==> src/rtl/alu_pkg.sv <==
// Shared definitions for the 64-bit registered ALU and the blocks that drive it.
package alu_pkg;

  localparam int DATA_W  = 64;
  localparam int SHAMT_W = 5;
  localparam int OP_W    = 4;

  localparam logic [OP_W-1:0] OP_ADD  = 4'd0;
  localparam logic [OP_W-1:0] OP_SUB  = 4'd1;
  localparam logic [OP_W-1:0] OP_AND  = 4'd2;
  localparam logic [OP_W-1:0] OP_OR   = 4'd3;
  localparam logic [OP_W-1:0] OP_SHL  = 4'd4;
  localparam logic [OP_W-1:0] OP_SHR  = 4'd5;
  localparam logic [OP_W-1:0] OP_XNOR = 4'd6;
  localparam logic [OP_W-1:0] OP_EQ   = 4'd7;
  localparam logic [OP_W-1:0] OP_LT   = 4'd8;
  localparam logic [OP_W-1:0] OP_GT   = 4'd9;
  localparam logic [OP_W-1:0] OP_LAST = OP_GT;

  function automatic logic op_is_illegal(input logic [OP_W-1:0] op);
    return op > OP_LAST;
  endfunction

endpackage

==> src/rtl/alu_rsp_fifo.sv <==
// Synchronous FIFO with occupancy count; head entry is presented combinationally.
module alu_rsp_fifo #(
  parameter int WIDTH = 8,
  parameter int DEPTH = 4
) (
  input  logic                     clk,
  input  logic                     reset,
  input  logic                     push,
  input  logic [WIDTH-1:0]         push_data,
  input  logic                     pop,
  output logic [WIDTH-1:0]         head_data,
  output logic                     empty,
  output logic [$clog2(DEPTH):0]   count
);

  localparam int PTR_W = $clog2(DEPTH);
  localparam int CNT_W = PTR_W + 1;

  logic [WIDTH-1:0] mem_q [DEPTH];
  logic [PTR_W-1:0] wr_ptr_q, wr_ptr_d;
  logic [PTR_W-1:0] rd_ptr_q, rd_ptr_d;
  logic [CNT_W-1:0] count_q, count_d;
  logic             do_push;
  logic             do_pop;

  // Pointers wrap for free because DEPTH is a power of two.
  always_comb begin
    do_push  = push && (count_q != CNT_W'(DEPTH));
    do_pop   = pop && (count_q != '0);
    wr_ptr_d = wr_ptr_q + PTR_W'(do_push);
    rd_ptr_d = rd_ptr_q + PTR_W'(do_pop);
    count_d  = count_q + CNT_W'(do_push) - CNT_W'(do_pop);
  end

  always_ff @(posedge clk) begin
    if (!reset) begin
      wr_ptr_q <= '0;
      rd_ptr_q <= '0;
      count_q  <= '0;
    end else begin
      wr_ptr_q <= wr_ptr_d;
      rd_ptr_q <= rd_ptr_d;
      count_q  <= count_d;
    end
  end

  always_ff @(posedge clk) begin
    if (do_push) begin
      mem_q[wr_ptr_q] <= push_data;
    end
  end

  assign head_data = mem_q[rd_ptr_q];
  assign empty     = (count_q == '0);
  assign count     = count_q;

endmodule

==> src/rtl/alu_cmd_issuer.sv <==
// Issues tagged requests to a one-cycle registered ALU and queues results with credit flow control.
// Optional illegal-opcode flagging is enabled by defining ALU_ILLEGAL_OP_ERR_EN.
module alu_cmd_issuer
  import alu_pkg::*;
#(
  parameter int DEPTH = 4,
  parameter int TAG_W = 4
) (
  input  logic               clk,
  input  logic               reset,
  input  logic               req_valid,
  output logic               req_ready,
  input  logic [3:0]         req_op,
  input  logic [63:0]        req_a,
  input  logic [63:0]        req_b,
  input  logic [4:0]         req_shift,
  input  logic [TAG_W-1:0]   req_tag,
  output logic [63:0]        alu_a,
  output logic [63:0]        alu_b,
  output logic [3:0]         alu_op,
  output logic [4:0]         alu_shift,
  output logic               alu_reset,
  input  logic [63:0]        alu_out,
  output logic               rsp_valid,
  input  logic               rsp_ready,
  output logic [63:0]        rsp_data,
  output logic [TAG_W-1:0]   rsp_tag,
  output logic               rsp_err
);

  localparam int CNT_W = $clog2(DEPTH) + 1;
  localparam int OCC_W = CNT_W + 1;
`ifdef ALU_ILLEGAL_OP_ERR_EN
  localparam int FIFO_W = DATA_W + TAG_W + 1;
`else
  localparam int FIFO_W = DATA_W + TAG_W;
`endif

  logic [DATA_W-1:0]  alu_a_q, alu_a_d;
  logic [DATA_W-1:0]  alu_b_q, alu_b_d;
  logic [OP_W-1:0]    alu_op_q, alu_op_d;
  logic [SHAMT_W-1:0] alu_shift_q, alu_shift_d;
  logic               s1_valid_q, s1_valid_d;
  logic               s2_valid_q, s2_valid_d;
  logic [TAG_W-1:0]   s1_tag_q, s1_tag_d;
  logic [TAG_W-1:0]   s2_tag_q, s2_tag_d;

  logic [CNT_W-1:0]   fifo_count;
  logic [OCC_W-1:0]   occupancy;
  logic               fifo_empty;
  logic               fifo_pop;
  logic               accept;
  logic [FIFO_W-1:0]  fifo_wdata;
  logic [FIFO_W-1:0]  fifo_rdata;
  logic [TAG_W-1:0]   head_tag;

  // Every in-flight request already owns a FIFO slot, so a push can never overflow.
  assign occupancy = OCC_W'(fifo_count) + OCC_W'(s1_valid_q) + OCC_W'(s2_valid_q);
  assign req_ready = (occupancy < OCC_W'(DEPTH));
  assign accept    = req_valid && req_ready;

  always_comb begin
    alu_a_d     = alu_a_q;
    alu_b_d     = alu_b_q;
    alu_op_d    = alu_op_q;
    alu_shift_d = alu_shift_q;
    s1_tag_d    = s1_tag_q;
    s1_valid_d  = accept;
    if (accept) begin
      alu_a_d     = req_a;
      alu_b_d     = req_b;
      alu_op_d    = req_op;
      alu_shift_d = req_shift;
      s1_tag_d    = req_tag;
    end
    s2_valid_d = s1_valid_q;
    s2_tag_d   = s1_tag_q;
  end

  always_ff @(posedge clk) begin
    if (!reset) begin
      alu_a_q     <= '0;
      alu_b_q     <= '0;
      alu_op_q    <= '0;
      alu_shift_q <= '0;
      s1_valid_q  <= 1'b0;
      s2_valid_q  <= 1'b0;
      s1_tag_q    <= '0;
      s2_tag_q    <= '0;
    end else begin
      alu_a_q     <= alu_a_d;
      alu_b_q     <= alu_b_d;
      alu_op_q    <= alu_op_d;
      alu_shift_q <= alu_shift_d;
      s1_valid_q  <= s1_valid_d;
      s2_valid_q  <= s2_valid_d;
      s1_tag_q    <= s1_tag_d;
      s2_tag_q    <= s2_tag_d;
    end
  end

`ifdef ALU_ILLEGAL_OP_ERR_EN
  logic s1_err_q, s1_err_d;
  logic s2_err_q, s2_err_d;

  always_comb begin
    s1_err_d = s1_err_q;
    if (accept) begin
      s1_err_d = op_is_illegal(req_op);
    end
    s2_err_d = s1_err_q;
  end

  always_ff @(posedge clk) begin
    if (!reset) begin
      s1_err_q <= 1'b0;
      s2_err_q <= 1'b0;
    end else begin
      s1_err_q <= s1_err_d;
      s2_err_q <= s2_err_d;
    end
  end

  // Illegal requests still flow through the ALU, but their data is forced to zero.
  assign fifo_wdata = {(s2_err_q ? {DATA_W{1'b0}} : alu_out), s2_tag_q, s2_err_q};
  assign head_tag   = fifo_rdata[TAG_W:1];
  assign rsp_err    = rsp_valid && fifo_rdata[0];
`else
  assign fifo_wdata = {alu_out, s2_tag_q};
  assign head_tag   = fifo_rdata[TAG_W-1:0];
  assign rsp_err    = 1'b0;
`endif

  alu_rsp_fifo #(
    .WIDTH (FIFO_W),
    .DEPTH (DEPTH)
  ) u_fifo (
    .clk       (clk),
    .reset     (reset),
    .push      (s2_valid_q),
    .push_data (fifo_wdata),
    .pop       (fifo_pop),
    .head_data (fifo_rdata),
    .empty     (fifo_empty),
    .count     (fifo_count)
  );

  assign rsp_valid = !fifo_empty;
  assign fifo_pop  = rsp_valid && rsp_ready;
  // Storage is not reset, so the response fields read zero whenever nothing is queued.
  assign rsp_data  = rsp_valid ? fifo_rdata[FIFO_W-1 -: DATA_W] : '0;
  assign rsp_tag   = rsp_valid ? head_tag : '0;

  assign alu_a     = alu_a_q;
  assign alu_b     = alu_b_q;
  assign alu_op    = alu_op_q;
  assign alu_shift = alu_shift_q;
  assign alu_reset = ~reset;

endmodule

==> config.mk <==
export PLATFORM = sky130hd
export DESIGN_NAME = alu_cmd_issuer
export DESIGN_NICKNAME = d
export VERILOG_FILES = /design/src/rtl/alu_pkg.sv /design/src/rtl/alu_rsp_fifo.sv /design/src/rtl/alu_cmd_issuer.sv
export SDC_FILE = /design/constraint.sdc
export NUM_CORES = 1
export LEC_CHECK = 0
export ABC_AREA = 1
export BUFFER_PORTS_ARGS = -buffer_cell sky130_fd_sc_hd__clkbuf_2
export CELL_PAD_IN_SITES_DETAIL_PLACEMENT = 1
export CELL_PAD_IN_SITES_GLOBAL_PLACEMENT = 2
export CORE_UTILIZATION = 33
export CTS_CLUSTER_DIAMETER = 120
export DETAILED_ROUTE_END_ITERATION = 16
export PLACE_DENSITY_LB_ADDON = 0.05
export SKIP_LAST_GASP = 1
export SLEW_MARGIN = 10
export SYNTH_ARGS = -nofsm -noshare
export SYNTH_HDL_FRONTEND = slang
export SYNTH_SLANG_ARGS = --single-unit
==> constraint.sdc <==
create_clock -name clk -period 7 [get_ports clk]
set_input_delay 0.35 -clock clk [delete_from_list [all_inputs] [get_ports clk]]
set_output_delay 0.35 -clock clk [all_outputs]
set_load 0.005 [all_outputs]
* Word level (Yosys, flattened, before mapping)
Memory sizes are Yosys's and may differ from the RTL's. A register that Yosys moved wholly into a read port is not among the register bits.
Cells that the tools add are included.
** Word-level totals
- Register bits after elaboration :: 154
- RAM bits :: 272
- Bits of input ports :: 209
- Output and inout bits :: 209
- Word-level logic and storage cells :: 33
- Memories :: 1
** Cells by class
- $add $sub $neg :: 6
- Order comparisons :: 1
- Equality and inequality tests :: 1
- Mux-type cells :: 5
- Bitwise logic cells :: 1
- Reductions and logical operators :: 7
** Memories
- u_fifo.mem_q :: words 4, width 68, read ports 1, clocked after memory_dff 1, write ports 1, line alu_rsp_fifo.sv:19 : logic [WIDTH-1:0] mem_q [DEPTH];
** Operators by type and width (count)
- 64-bit 2-to-1 mux :: 1
- 2-bit by 1-bit adder with 2-bit output :: 2
- 3-bit by 1-bit adder with 4-bit output :: 1
- 4-bit by 1-bit adder with 4-bit output :: 1
- 1-bit logical AND :: 4
- 4-bit by 3-bit less-than comparator with 1-bit output, second input constant :: 1
- 4-bit 2-to-1 mux :: 1
- 3-bit by 1-bit adder with 3-bit output :: 1
- 3-bit zero test :: 1
- 3-bit inequality test, second input constant :: 1
- 3-bit nonzero test :: 1
- 3-bit by 1-bit subtractor with 3-bit output :: 1
- 1-bit 2-to-1 mux :: 2
- 2-bit 2-to-1 mux :: 1
- 1-bit zero test :: 1
- 1-bit NOT :: 1

* Logic depth before layout (Yosys ltp)
Gate-level depths: netlist of the first run.
- Depth after elaboration :: 6
- Mapped depth :: 11
- Gate-level depth less buffers :: 10

* Modules after synthesis
From an unflattened synthesis of the first run, not the netlist that was laid out.
** Second synthesis, totals
- Cell total of the unflattened synthesis :: 1765
- Area, all modules :: 16976.3 um2
** Modules (own cells, without submodules)
- alu_rsp_fifo :: times used 1, cells an instance 709, area an instance 10456.3 um2, sequential area each 8308.0 um2
- alu_cmd_issuer :: times used 1, cells an instance 1056, area an instance 6520.0 um2, sequential area each 2942.8 um2

* Least setup slack after synthesis of the first run
OpenSTA, ideal clock, no wires.
- Path kind :: register to register
- From :: register u_fifo.count_q[1], in the netlist u_fifo.count[1]
- To :: memory u_fifo.mem_q[0][0] (netlist bit), enable pin
- Setup time :: 0.578 ns
- Arrival :: 5.321 ns
- Required time :: 6.422 ns
- Slack :: 1.100 ns
- Cell stages (with the launch flop) :: 4
- Buffers on the path :: 0
- Period minus slack after synthesis :: 5.900 ns
- Path through :: dfxtp_1 -> or2_2 -> o21ai_0 -> nor3_1
** On the way
- Word-level cells in the longest chain between the ends :: 4
** RTL lines
- start: declaration :: line alu_rsp_fifo.sv:22 : logic [CNT_W-1:0] count_q, count_d;
- start signal: assignment :: line alu_rsp_fifo.sv:43 : count_q <= count_d;
- 3-bit inequality test :: line alu_rsp_fifo.sv:28 : do_push = push && (count_q != CNT_W'(DEPTH));
- 1-bit logical AND :: line alu_rsp_fifo.sv:28
- 1-bit 2-to-1 mux :: line alu_rsp_fifo.sv:48 : if (do_push) begin
- 1-bit 2-to-1 mux (not written as such) :: line alu_rsp_fifo.sv:49 : mem_q[wr_ptr_q] <= push_data;
- end: declaration :: line alu_rsp_fifo.sv:19
Every way passes these cells.

==> results of run 1 <==
[logic make-up after synthesis]
group | after synthesis | synth area share, %
simple gates | 583 | 14.0
buf+inv | 122 | 3.28
xor+xnor | 3 | 0.166
fa+ha+maj | 7 | 0.600
flops | 426 | 71.0
other cells | 1 | 0.0237
compound gates | 346 | 10.9
[flip-flops by register name, summed over array words and instances, names as in the netlist, 3 cells and up]
signal        cells
alu_shift         5
u_fifo.mem_q    272
alu_a            64
s1_tag_q          4
alu_op            4
alu_b            64
u_fifo.count      3
s2_tag_q          4
[routing by layer]
metal | track usage (%) | part of all wire, % | up-vias
li1 | - | - | 6223
met1 | 24.3 | 42 | 6183
met2 | 35.4 | 49 | 305
met3 | 6.29 | 6.8 | 69
met4 | 6.70 | 2.5 | 2
met5 | 0 | 0.026 | -
[area by class of cell]
cell class | count | area, um2
Timing Repair Buffer | 639 | 4270
Clock inverter | 15 | 134
Sequential cell | 426 | 11300
Fill cell | 5226 | 24900
Clock buffer | 73 | 1410
Antenna cell | 8 | 20.0
Tap cell | 607 | 759
Multi-Input combinational cell | 940 | 4100
Inverter | 23 | 90.1
[worst min-delay path, cell delays in order]
cell	delay (ns)
clkbuf_2	0.19
nand2_1	0.11
inv_1	0.03
[placed cells by master (no fill, tap or decap), types with 3 or more instances in the layout]
| cell type | count |
|---|---|
| clkbuf_2 | 416 |
| nand2_1 | 295 |
| nor2_1 | 278 |
| edfxtp_1 | 272 |
| a21oi_1 | 209 |
| dlygate4sd3_1 | 205 |
| dfxtp_1 | 152 |
| o21ai_0 | 137 |
| clkbuf_16 | 50 |
| inv_1 | 20 |
| buf_4 | 18 |
| clkbuf_1 | 16 |
| clkinv_2 | 11 |
| diode_2 | 8 |
| clkbuf_8 | 7 |
| ha_1 | 6 |
| nor3_2 | 4 |
| xnor2_1 | 3 |
[report_power, final]
| group | internal [mW] | switching, mW |
|---|---|---|
| clock | 1.46 | 0.994 |
| sequential | 2.82 | 0.153 |
| combinational | 0.620 | 1.05 |
| total | 4.90 | 2.20 |
[how the worst max path moves through the flow]
stage	from	endpoint
2_1_floorplan	u_fifo.count[1]$_SDFF_PN0_	u_fifo.mem_q[0][0]$_DFFE_PP_
3_3_place_gp	u_fifo.rd_ptr_q[0]$_SDFF_PN0_	rsp_data[54]
3_5_place_dp	u_fifo.rd_ptr_q[0]$_SDFF_PN0_	rsp_data[54]
4_1_cts	u_fifo.rd_ptr_q[0]$_SDFF_PN0_	rsp_data[54]
5_1_grt	u_fifo.rd_ptr_q[0]$_SDFF_PN0_	rsp_tag[3]
6_report	u_fifo.rd_ptr_q[0]$_SDFF_PN0_	rsp_data[54]
[what timing repair did]
| action | CTS | global route |
|---|---|---|
| hold buffers | 205 | 0 |
| endpoints found under the hold margin | 397 | 0 |
| setup endpoints to repair | 0 | 0 |
==> qor.yml, run 1 <==
p_per_area_nw_per_um2: 322
dr.pass1.iters: 4
maxSlewHeadroom_pct: 32.0
post-route-cell-area_um2: 22000
numPortBuffers: 416
grt_overflow: 0
finalPower_mw: 7.10
gp_congestion: 0.743
p_leak_nw: 8.85
start_util_pct: 33.7
status: "finished, final reports clean"
min_path_type: "input port to register"
min_path_cells: 3
hold_start: "reset"
period_share_pct: 56.5
cts.sinks: 426
vias_per_cell: 4.68
cts_made_buffers: 48
tightest_slew_ns: 1.02
period_needed_ns: 3.95
layout_setup_ws_ns: 3.05
drive_gt1_share_pct: 24.4
crit_chain: "clkinv_2, buf_4, o21ai_0, a21oi_1, clkbuf_2"
rsz0062_at_grt: "false"
syn-cell-area_um2: 15800
dpl_cell_area_um2: 18400
max_stage_delay_ns: 0.89
path_depth: 5
first_global_vias: 13700
worstReg2RegEnd: "alu_a[43]$_SDFFE_PN0P_"
root_buffer: "clkbuf_16"
arrival_ns: 3.60
cp_slowest_cell: "clkinv_2"
clkLatencyLatePin_ns: 0.58
clock_skew_ns: 0.0150
syn_inst: 1488
yosys_warnings: 0
drc: 0
postRouteAntennaNets: 0
max_freq_ghz: 0.253
ys_async_sr_fraction_pct: 0
syn_avg_cell_area_um2: 10.6
setup_violations: 0
synthTopCellsByArea: "edfxtp_1, dfxtp_1, nand2_1, nor2_1, a21oi_1"
ys_seq_area_share_pct: 71.0
ys_seq_elements: 426
finalHoldViolCount: 0
synth_nets: 1704
h-tree-depth: 2
routed_wl_mm: 50.6
cap_violations: 0
wl_per_cell_um: 18.5
whs_ns: 0.139
place_hpwl_mm: 31.3
antenna_found_initial: 9
crit_required_ns: 6.65
cts.path.max_buffers: 3
via_count: 12800
r2r_start: "u_fifo.count[0]$_SDFF_PN0_"
die_w_um: 221
dieArea_um2: 48900
cts_setup_buffers: 0
reg2reg_depth: 10
dieHeight_um: 221
synth.most_common_cell: "nand2_1"
rows: 79
grt_pass1_wl_mm: 78.1
dp_cells: 2430
ys.flop_type: "edfxtp_1"
r2r_slack_ns: 4.30
synth_cell_types: 24
ios: 418
synth_top_area_share_pct: 51.6
synth_edf_count: 272
final_core_util_pct: 46.9
finalSetupTns_ns: 0
critPathCaptureType: "primary output"
core-area_um2: 47000
yosysTopAreaCell: "edfxtp_1"
fin_cells: 2731
grt_usage_pct: 20.5
clkTransAtPathRegs_ns: 0.06
drt_first_iter_violations: 406
area_growth_pct: 39.1
cts_tree: "yes"
irDropWorstVdd_mv: 0.158
cts.repair.resized: 0
worst-path-max-fanout: 70
start_kind: "register"
fin_nets: 2294
crit_type: "register to primary output"
grt_max_degree: 88
path_buf_inv: 3
crit_family: "buffers and inverters"
synth.cells.most_frequent: "nand2_1, nor2_1, edfxtp_1, a21oi_1, dfxtp_1"
maxSlewViolCount: 0
dp_slack_ns: 3.56
min_to: "u_fifo.rd_ptr_q[0]$_SDFF_PN0_"
(Power assumes the default switching activity.)
==> run 2: changes to the inputs <==
Settings changed: ABC_AREA 1 to 0, CORE_UTILIZATION 33 to 32.
Clock period 7 ns to 3.6 ns, I/O delays scaled along.
==> qor.yml, run 2 <==
status: "finished, final reports clean"
yosysTopAreaCell: "edfxtp_1"
numPortBuffers: 416
crit_type: "register to primary output"
place_hpwl_mm: 29.6
postRouteAntennaNets: 0
synth_top_area_share_pct: 49.9
die_w_um: 228
worstReg2RegEnd: "u_fifo.mem_q[1][66]$_DFFE_PP_"
irDropWorstVdd_mv: 0.314
wl_per_cell_um: 18.5
area_growth_pct: 39.8
ys.flop_type: "edfxtp_1"
p_leak_nw: 9.20
drive_gt1_share_pct: 33.2
first_global_vias: 11900
r2r_start: "u_fifo.count[1]$_SDFF_PN0_"
antenna_found_initial: 4
r2r_slack_ns: 1.14
start_util_pct: 32.6
ys_seq_area_share_pct: 68.7
top_register: "u_fifo.mem_q"
gr-usage-met3_pct: 5.05
rsz0062_at_grt: "false"
min_path_cells: 4
routed_wl_mm: 45.0
synthTopCellsByArea: "edfxtp_1, dfxtp_1, mux4_2, mux2i_1, nand2_1"
cp-startpoint: "u_fifo.rd_ptr_q[0]$_SDFF_PN0_"
finalPower_mw: 13.8
cts.path.max_buffers: 3
yosys_warnings: 0
min_to: "u_fifo.rd_ptr_q[0]$_SDFF_PN0_"
rows: 82
syn-cell-area_um2: 16400
maxSlewViolCount: 0
clkLatencyLatePin_ns: 0.60
clkTransAtPathRegs_ns: 0.06
p_per_area_nw_per_um2: 602
finalSetupTns_ns: 0
finalHoldViolCount: 0
cts_setup_buffers: 0
start_kind: "register"
setup_violations: 0
maxSlewHeadroom_pct: 51.7
grt_max_degree: 106
critPathCaptureType: "primary output"
syn_avg_cell_area_um2: 14.9
cap_violations: 0
dr.pass1.iters: 4
drt_first_iter_violations: 350
synth_cell_types: 26
synth_edf_count: 272
dieHeight_um: 228
dpl_cell_area_um2: 19200
synth.cells.most_frequent: "nand2_1, edfxtp_1, dfxtp_1, mux2i_1, and2_1"
reg2reg_depth: 4
final_common_cell: "clkbuf_2"
synth_nets: 1317
cts_hold_buf: 205
cts_tree: "yes"
ys_async_sr_fraction_pct: 0
drc: 0
arrival_ns: 2.64
use_met2_pct: 30.0
vias_per_cell: 4.47
ys_seq_elements: 426
grt_pass1_wl_mm: 69.5
grt_util_met1_pct: 20.3
tightest_slew_ns: 0.725
post-route-cell-area_um2: 22900
largest_reg_flops: 272
whs_ns: 0.0533
busiest_layer: "met2"
min_path_type: "input port to register"
cts_made_buffers: 49
syn_inst: 1101
h-tree-depth: 2
clock_skew_ns: 0.0200
hold_start: "rsp_ready"
ios: 418
final_cell_mix: "clkbuf_2, nand2_1, edfxtp_1, dlygate4sd3_1, dfxtp_1"
grt_usage_pct: 17.3
core-area_um2: 50300
worst-path-max-fanout: 28
cts.sinks: 426
cts.repair.resized: 0
max_freq_ghz: 0.355
via_count: 10900
crit_required_ns: 3.42
synth.most_common_cell: "nand2_1"
grt_overflow: 0
gp_congestion: 0.743
root_buffer: "clkbuf_16"
period_needed_ns: 2.82
dieArea_um2: 52100
period_share_pct: 78.2
fin_nets: 1938
## run 2: cell count changes in the layout (fill, tap and decap cells not counted), moves of 68 or more
cell	previous run	this run
nor2_1	278	6
a21oi_1	209	0
mux2i_1	0	141
o21ai_0	137	0
and2_1	0	74
mux4_2	0	68
## run 2: final cells by class
cell class                      count  area [um2]
Fill cell                        5286       27400
Sequential cell                   426       11300
Multi-Input combinational cell    594        4730
Timing Repair Buffer              643        4420
Clock buffer                       68        1360
Tap cell                          672         841
Clock inverter                     22         254
Inverter                            8        30.0
Antenna cell                        3        7.51
## run 2: worst max-delay path by stage
stage | to | slack, ns | depth (start not counted)
floorplan | u_fifo.mem_q[2][0]$_DFFE_PP_ | 0.43 | 4
global placement | u_fifo.mem_q[3][66]$_DFFE_PP_ | 1.17 | 4
detailed placement | u_fifo.mem_q[1][63]$_DFFE_PP_ | 1.09 | 4
CTS | rsp_data[58] | 0.65 | 4
global route | rsp_data[4] | 0.56 | 4
finish | rsp_data[58] | 0.78 | 4
## run 2: power by group
group / internal (mW) / switching [mW] / leakage, nW
clock: 2.93 / 2.03 / 0.786
sequential: 5.51 / 0.251 / 3.72
combinational: 1.59 / 1.47 / 4.69
## run 2: critical path, stage by stage, from the launching register on
cell and delay (ns):
dfxtp_4 0.72, buf_4 0.44, mux4_2 0.54, and2_1 0.19
clkbuf_2 0.12
## run 2: cells by family (layout without fill, tap and decap cells)
group           count (synthesis)  after routing  synth area share, %
fa+ha+maj                       7              7                0.581
other cells                     1              4               0.0229
xor+xnor                        3              3                0.160
flops                         426            426                 68.7
simple gates                  369            369                 9.69
buf+inv                        81            741                 2.64
mux                           209            209                 18.0
compound gates                  5              5                0.244
## run 2: layer usage
layer	vias to the layer above	wire (um)	share of wire (%)
met5	-	10	0.022
met4	2	1090	2.4
met3	65	2840	6.3
met2	270	22800	51
met1	5375	18300	41
li1	5168	-	-
## run 2: metrics by stage
step | util (%) | cells | worst slack (ns)
floorplan | - | 1101 | 0.430
global placement | 38.3 | 2138 | 1.17
detailed placement | 38.3 | 2138 | 1.09
CTS | 45.5 | 2433 | 0.648
global route | 45.6 | 2435 | 0.565
finish | 45.6 | 2436 | 0.784
